<file path="src/rtl/clock_phase_gen.sv">
// clock_phase_gen: derives processor/imem/dmem/regfile clocks from the master
// clock as programmable high-windows inside a PERIOD-cycle phase counter, with
// run / single-step control.
// Optional feature: define CLOCK_PHASE_CYCLE_COUNT_EN to add a 32-bit
// completed-period counter output (cycle_count).
module clock_phase_gen #(
    parameter int PERIOD = 8,
    parameter int PW     = 3
) (
    input  logic          clock,
    input  logic          reset,
    input  logic          run,
    input  logic          step_req,
    input  logic [PW-1:0] cfg_proc_rise,
    input  logic [PW-1:0] cfg_proc_fall,
    input  logic [PW-1:0] cfg_imem_rise,
    input  logic [PW-1:0] cfg_imem_fall,
    input  logic [PW-1:0] cfg_dmem_rise,
    input  logic [PW-1:0] cfg_dmem_fall,
    input  logic [PW-1:0] cfg_reg_rise,
    input  logic [PW-1:0] cfg_reg_fall,
    output logic          processor_clock,
    output logic          imem_clock,
    output logic          dmem_clock,
    output logic          regfile_clock,
    output logic [PW-1:0] phase,
    output logic          period_start,
    output logic          busy,
    output logic          step_ack
`ifdef CLOCK_PHASE_CYCLE_COUNT_EN
    ,
    output logic [31:0]   cycle_count
`endif
);

    typedef enum logic [1:0] {IDLE, RUN, STEP} state_t;

    localparam logic [PW-1:0] LAST = PW'(PERIOD - 1);

    state_t        state, state_n;
    logic [PW-1:0] phase_n;
    logic          load_cfg;
    logic          wrap;
    logic          ack_n;
    logic          busy_n;

    logic [PW-1:0] sh_proc_rise, sh_proc_fall, sh_imem_rise, sh_imem_fall;
    logic [PW-1:0] sh_dmem_rise, sh_dmem_fall, sh_reg_rise, sh_reg_fall;
    logic [PW-1:0] pr_n, pf_n, ir_n, if_n, dr_n, df_n, rr_n, rf_n;

    // A rise value outside the period never fires, so the output never goes
    // high; an out-of-range fall simply never ends the window within a period.
    function automatic logic in_window(input logic [PW-1:0] r,
                                       input logic [PW-1:0] f,
                                       input logic [PW-1:0] p);
        logic hi;
        if (int'(r) >= PERIOD || r == f)
            hi = 1'b0;
        else if (r < f)
            hi = (p >= r) && (p < f);
        else
            hi = (p >= r) || (p < f);
        return hi;
    endfunction

    // Next state / next phase; shadow reload only in IDLE or at period end.
    always_comb begin
        state_n  = state;
        phase_n  = phase;
        load_cfg = 1'b0;
        wrap     = 1'b0;
        ack_n    = 1'b0;
        case (state)
            IDLE: begin
                phase_n  = '0;
                load_cfg = 1'b1;
                if (run)
                    state_n = RUN;
                else if (step_req)
                    state_n = STEP;
            end
            RUN, STEP: begin
                if (phase == LAST) begin
                    phase_n  = '0;
                    load_cfg = 1'b1;
                    wrap     = 1'b1;
                    if (state == STEP) begin
                        state_n = IDLE;
                        ack_n   = 1'b1;
                    end else if (!run) begin
                        state_n = IDLE;
                    end
                end else begin
                    phase_n = phase + 1'b1;
                end
            end
            default: begin
                state_n = IDLE;
                phase_n = '0;
            end
        endcase
    end

    assign pr_n   = load_cfg ? cfg_proc_rise : sh_proc_rise;
    assign pf_n   = load_cfg ? cfg_proc_fall : sh_proc_fall;
    assign ir_n   = load_cfg ? cfg_imem_rise : sh_imem_rise;
    assign if_n   = load_cfg ? cfg_imem_fall : sh_imem_fall;
    assign dr_n   = load_cfg ? cfg_dmem_rise : sh_dmem_rise;
    assign df_n   = load_cfg ? cfg_dmem_fall : sh_dmem_fall;
    assign rr_n   = load_cfg ? cfg_reg_rise  : sh_reg_rise;
    assign rf_n   = load_cfg ? cfg_reg_fall  : sh_reg_fall;
    assign busy_n = (state_n != IDLE);

    // State, phase, shadow config and registered outputs, all from next values.
    always_ff @(posedge clock or negedge reset) begin
        if (!reset) begin
            state           <= IDLE;
            phase           <= '0;
            sh_proc_rise    <= '0;
            sh_proc_fall    <= '0;
            sh_imem_rise    <= '0;
            sh_imem_fall    <= '0;
            sh_dmem_rise    <= '0;
            sh_dmem_fall    <= '0;
            sh_reg_rise     <= '0;
            sh_reg_fall     <= '0;
            processor_clock <= 1'b0;
            imem_clock      <= 1'b0;
            dmem_clock      <= 1'b0;
            regfile_clock   <= 1'b0;
            period_start    <= 1'b0;
            busy            <= 1'b0;
            step_ack        <= 1'b0;
        end else begin
            state           <= state_n;
            phase           <= phase_n;
            sh_proc_rise    <= pr_n;
            sh_proc_fall    <= pf_n;
            sh_imem_rise    <= ir_n;
            sh_imem_fall    <= if_n;
            sh_dmem_rise    <= dr_n;
            sh_dmem_fall    <= df_n;
            sh_reg_rise     <= rr_n;
            sh_reg_fall     <= rf_n;
            processor_clock <= busy_n && in_window(pr_n, pf_n, phase_n);
            imem_clock      <= busy_n && in_window(ir_n, if_n, phase_n);
            dmem_clock      <= busy_n && in_window(dr_n, df_n, phase_n);
            regfile_clock   <= busy_n && in_window(rr_n, rf_n, phase_n);
            period_start    <= busy_n && (phase_n == '0);
            busy            <= busy_n;
            step_ack        <= ack_n;
        end
    end

`ifdef CLOCK_PHASE_CYCLE_COUNT_EN
    // Completed-period counter, free-wrapping at 2^32.
    always_ff @(posedge clock or negedge reset) begin
        if (!reset)
            cycle_count <= '0;
        else if (wrap)
            cycle_count <= cycle_count + 32'd1;
    end
`endif

endmodule
</file>
<file path="config.mk">
export PLATFORM = sky130hd
export DESIGN_NAME = clock_phase_gen
export DESIGN_NICKNAME = d
export VERILOG_FILES = /design/src/rtl/clock_phase_gen.sv
export SDC_FILE = /design/constraint.sdc
export NUM_CORES = 1
export LEC_CHECK = 0
export ABC_AREA = 1
export ABC_CLOCK_PERIOD_IN_PS = 3780
export BUFFER_PORTS_ARGS = -buffer_cell sky130_fd_sc_hd__buf_4
export CORE_AREA = 2 2 69 71
export CTS_BUF_LIST = sky130_fd_sc_hd__clkbuf_8
export DETAILED_ROUTE_END_ITERATION = 6
export DIE_AREA = 0 0 71 73
export PLACE_DENSITY = 0.88
export SETUP_SLACK_MARGIN = 0.15
export SLEW_MARGIN = 30
export SYNTH_ARGS = -nofsm -noshare
export SYNTH_HDL_FRONTEND = slang
export SYNTH_SLANG_ARGS = --single-unit
</file>
<file path="constraint.sdc">
create_clock -name clock -period 3.78 [get_ports clock]
set_clock_uncertainty 0.05 [all_clocks]
set_input_delay 0.189 -clock clock [delete_from_list [all_inputs] [get_ports clock]]
set_output_delay 0.189 -clock clock [all_outputs]
set_load 0.02 [all_outputs]
</file>
==> results by stage <==
STA:
- Setup violations remaining at the end of the flow were counted as 0.
- Measured against its own limit, the worst slew margin works out to 0.600.
- Summed over all failing endpoints, the final setup total negative slack is 0 ns.
- The worst hold margin is 0.110 ns.
- Setup repair after global routing left no endpoint under its margin.
- The final critical path time including I/O delays and setup is 2.98 ns.
- The final count of pins violating max slew came to 0.
- The transition time at the pin with the least slew margin is 0.598 ns.
- The total count of hold-check failures in the final report came to 0.
- Derived from the worst setup path, the maximum achievable clock frequency is 0.336 GHz.
- Dividing the final minimum period by the clock period gives 0.788.

Pwr:
- The design internal power is 1.49 mW.
- The power density over the cells is 1010 nW/um^2.
- The static leakage is 1.80 nW.
- The part of the power in the clock network is 0.112.
- IR analysis of the VDD net gives a maximum drop of 0.446 mV.
- The total net switching power is 1.48 mW.
- Of the total power, registers draw 0.214.
- The share of total power in combinational logic is 0.674.
- The total power is 2.97 mW.
- Of the total power, the share spent switching nets is 0.499.

Setup path:
- The peak per-stage delay on the critical path is 0.42 ns.
- The worst setup path is of the reg2reg kind.
- The family of cells with the greatest summed delay on the critical path is simple AND/OR/NAND/NOR gates.
- Of all nets on the critical path, the largest fanout is 31.
- The nature of the critical path endpoint is a flop.
- Measured in cells, the most critical reg-to-reg path has a length of 17.
- The worst register-to-register path ends at processor_clock$_DFF_PN0_.
- The worst register-to-register path begins at phase[0]$_DFF_PN0_.
- The critical path contains buffers and inverters numbering 2 combined.
- The critical path's slowest cell is dfrtp_1.
- The arrival time at the worst endpoint is 3.11 ns.
- STA puts the critical path data required time at 3.91 ns.
- The critical path goes through ha_1 -> ha_1 -> nand2_1 -> nand2_2 -> nand2_2 -> nand2_1 -> o21ai_0 -> inv_1 -> ha_1 -> inv_1 -> nand3_1 -> nand3_1 -> nand2_1 -> a21oi_2 -> nor2_1 -> nor2_1 -> nor2_1.
- STA classifies the critical path startpoint as a flop.
- The setup check on the worst reg-to-reg path leaves a slack of 0.80 ns.

Synthesis:
- Counting every instance in the synthesized netlist gives 368.
- After synthesis the netlist holds a flip-flop and latch count of 36.
- The cell area after technology mapping is 2490 um^2.
- Averaged over all synthesized cells, the footprint is 6.78 um^2.
- For this run, the number of Yosys warnings is 0.
- The fraction of post-synthesis cell area in the top cell type by area is 0.361.
- The sequential share of the synthesized area is 0.361.
- Synthesis produced a netlist with a net count of 417.
- The library cell occupying the most area in the post-synthesis netlist is dfrtp_1.
- In the post-synthesis netlist, the biggest area contributors are dfrtp_1 36%, nand2_1 17%, inv_1 12%.
- The synthesized netlist contains 23 unique library cells.

Detailed routing:
- Wires add up to 5430 um.
- The via count is 2331.
- The number of optimization iterations in the first detailed-route pass is 4.
- The average wire per cell in the routed design is 11.7 um.
- The number of nets with antenna violations after routing is 0.
- Dividing the detail-routed via count by the number of cells gives 5.03.
- After detailed routing, the number of remaining DRC violations is 0.
- The iteration-0 DRC count of the detailed router is 133.

Clocking:
- The clock sink count is 36.
- TritonCTS built the clock tree.
- The later pin in the worst-skew pair is clocked with a latency of 0.29 ns.
- Clock tree synthesis inserted a total of 5 buffers.
- In this run the clock root is driven by a clkbuf_8.
- Clock-pin slew was measured on the worst setup and hold paths at 0.08 ns.
- The deepest level of the CTS H-tree is 2.
- The buffer levels on the longest clock path is 2.

Status:
- The run finished with clean final reports.

Global route:
- The pin count of the biggest net entering global routing is 37.
- The total global routing overflow is 0.
- The number of global-route vias before repair is 2234.
- For this run, the total global-route usage over all layers was measured as 0.233.
- The initial antenna violation count is 0.
- The wire length of the first global-routing pass is 9600 um.

Floorplanning:
- The die outline area is 5180 um^2.
- After floorplanning, the core was divided into 25 placement rows.
- The height of the chip is 73 um.
- The initial utilization of the core area, before any placement, comes to 0.550.
- The core region is 4540 um^2.
- The top-level port count is 38.
- In this run the horizontal extent of the chip is 71 um.

Layout:
- Of the cells placed in the final design, the portion with a size suffix greater than 1 is 0.132.
- After the last flow step, the layout net total stands at 457.
- The synthesis-to-finish area growth is 17.8%.
- The repair_antennas step left the layout with diodes totalling 0.

Job:
- Across the run, the number of max-cap violations was 0.

Worst hold path:
- The worst hold path stage count is 3.
- The worst hold path begins at cfg_dmem_fall[1].
- The worst hold path belongs to the class in2reg.
- The worst hold path endpoint is sh_dmem_fall[1]$_DFF_PN0_.

Placement:
- The count of buffers added on input and output ports is 37.
- The final weighted congestion of routability-driven global placement is 0.815.
- Detailed placement finished with a half-perimeter wire length of 3980 um.
-- power by group through the flow --
stage / sequential, mW / clock [mW] / combinational (mW)
floorplan: 0.673 / 0 / 1.51
global placement: 0.638 / 0 / 1.91
detailed placement: 0.644 / 0 / 1.98
CTS: 0.638 / 0.342 / 1.99
global route: 0.657 / 0.354 / 2.34
finish: 0.637 / 0.332 / 2.00
-- through the flow --
step | setup slack [ns] | std cells | utilization | area, um^2
2_1_floorplan | 0.981 | 368 | - | 2490
3_3_place_gp | 0.919 | 454 | 0.622 | 2820
3_5_place_dp | 0.839 | 454 | 0.622 | 2820
4_1_cts | 0.818 | 463 | 0.648 | 2940
5_1_grt | 0.502 | 463 | 0.648 | 2940
6_report | 0.802 | 463 | 0.648 | 2940
-- logic make-up after synthesis --
group | synth area share
AO/OA/AOI/OAI | 0.0477
adder cells (fa/ha/maj) | 0.105
buffers and inverters | 0.143
flip-flops | 0.361
AND/OR/NAND/NOR | 0.343
-- final cells by class --
| cell class | count | area, um^2 |
|---|---|---|
| inverter | 84 | 315 |
| tap | 54 | 67.6 |
| clock inverter | 3 | 38.8 |
| sequential | 36 | 901 |
| clock buffer | 5 | 68.8 |
| multi-input combinational | 240 | 1240 |
| fill | 386 | 1600 |
| timing repair buffer | 41 | 310 |
-- worst register-to-register path: stages, from the launching register on --
cell	delay, ns
dfrtp_1	0.42
ha_1	0.21
ha_1	0.24
nand2_1	0.10
nand2_2	0.06
nand2_2	0.41
nand2_1	0.15
o21ai_0	0.15
inv_1	0.13
ha_1	0.28
inv_1	0.07
nand3_1	0.09
nand3_1	0.12
nand2_1	0.07
a21oi_2	0.14
nor2_1	0.06
nor2_1	0.08
nor2_1	0.05
-- cells in the mapped netlist --
cell type / n
buf_4: 2
o21bai_1: 4
a21oi_2: 3
dfrtp_1: 36
nand2_2: 2
ha_1: 21
nand4_1: 4
nor2_1: 29
o21ai_0: 10
a21oi_1: 1
inv_1: 82
nand3b_1: 4
inv_2: 1
and2_1: 4
buf_1: 2
nor3b_2: 1
buf_2: 3
clkinv_1: 1
nor4_1: 1
o211ai_1: 1
clkbuf_1: 1
nand2_1: 113
nand3_1: 42
-- placed cells by master (no fill, tap or decap), types with 2 or more instances in the layout --
master / synthesis / routed
ha_1: 21 / 21
a21oi_2: 3 / 3
and2_1: 4 / 4
nand2_1: 113 / 113
dfrtp_1: 36 / 36
nand4_1: 4 / 4
nand3_1: 42 / 42
buf_4: 2 / 40
o21ai_0: 10 / 10
clkbuf_8: 0 / 5
nor2_1: 29 / 29
inv_1: 82 / 83
nand2_2: 2 / 2
nand3b_1: 4 / 4
o21bai_1: 4 / 4
-- how the worst max path moves through the flow --
stage	end	cells past startpoint	startpoint
finish	processor_clock$_DFF_PN0_	17	phase[0]$_DFF_PN0_
global route	processor_clock$_DFF_PN0_	17	phase[0]$_DFF_PN0_
CTS	processor_clock$_DFF_PN0_	17	phase[0]$_DFF_PN0_
detailed placement	processor_clock$_DFF_PN0_	17	phase[0]$_DFF_PN0_
global placement	processor_clock$_DFF_PN0_	17	phase[0]$_DFF_PN0_
floorplan	processor_clock$_DFF_PN0_	19	phase[0]$_DFF_PN0_
-- timing repair --
item / in CTS / in global routing
endpoints found under the hold margin: 36 / 0
setup buffers: 0 / 0
endpoints found under the setup margin: 0 / 0
hold buffers: 1 / 0
gates resized for setup: 0 / 0
-- layer usage --
layer  vias up  GRT usage  routed length (um)
met5         -          0                   0
li1       1197          -                   -
met1      1056      0.291                2390
met3        10     0.0414                 345
met2        68      0.401                2590
met4         0     0.0964                 107
Power figures use the tool's default switching activity.
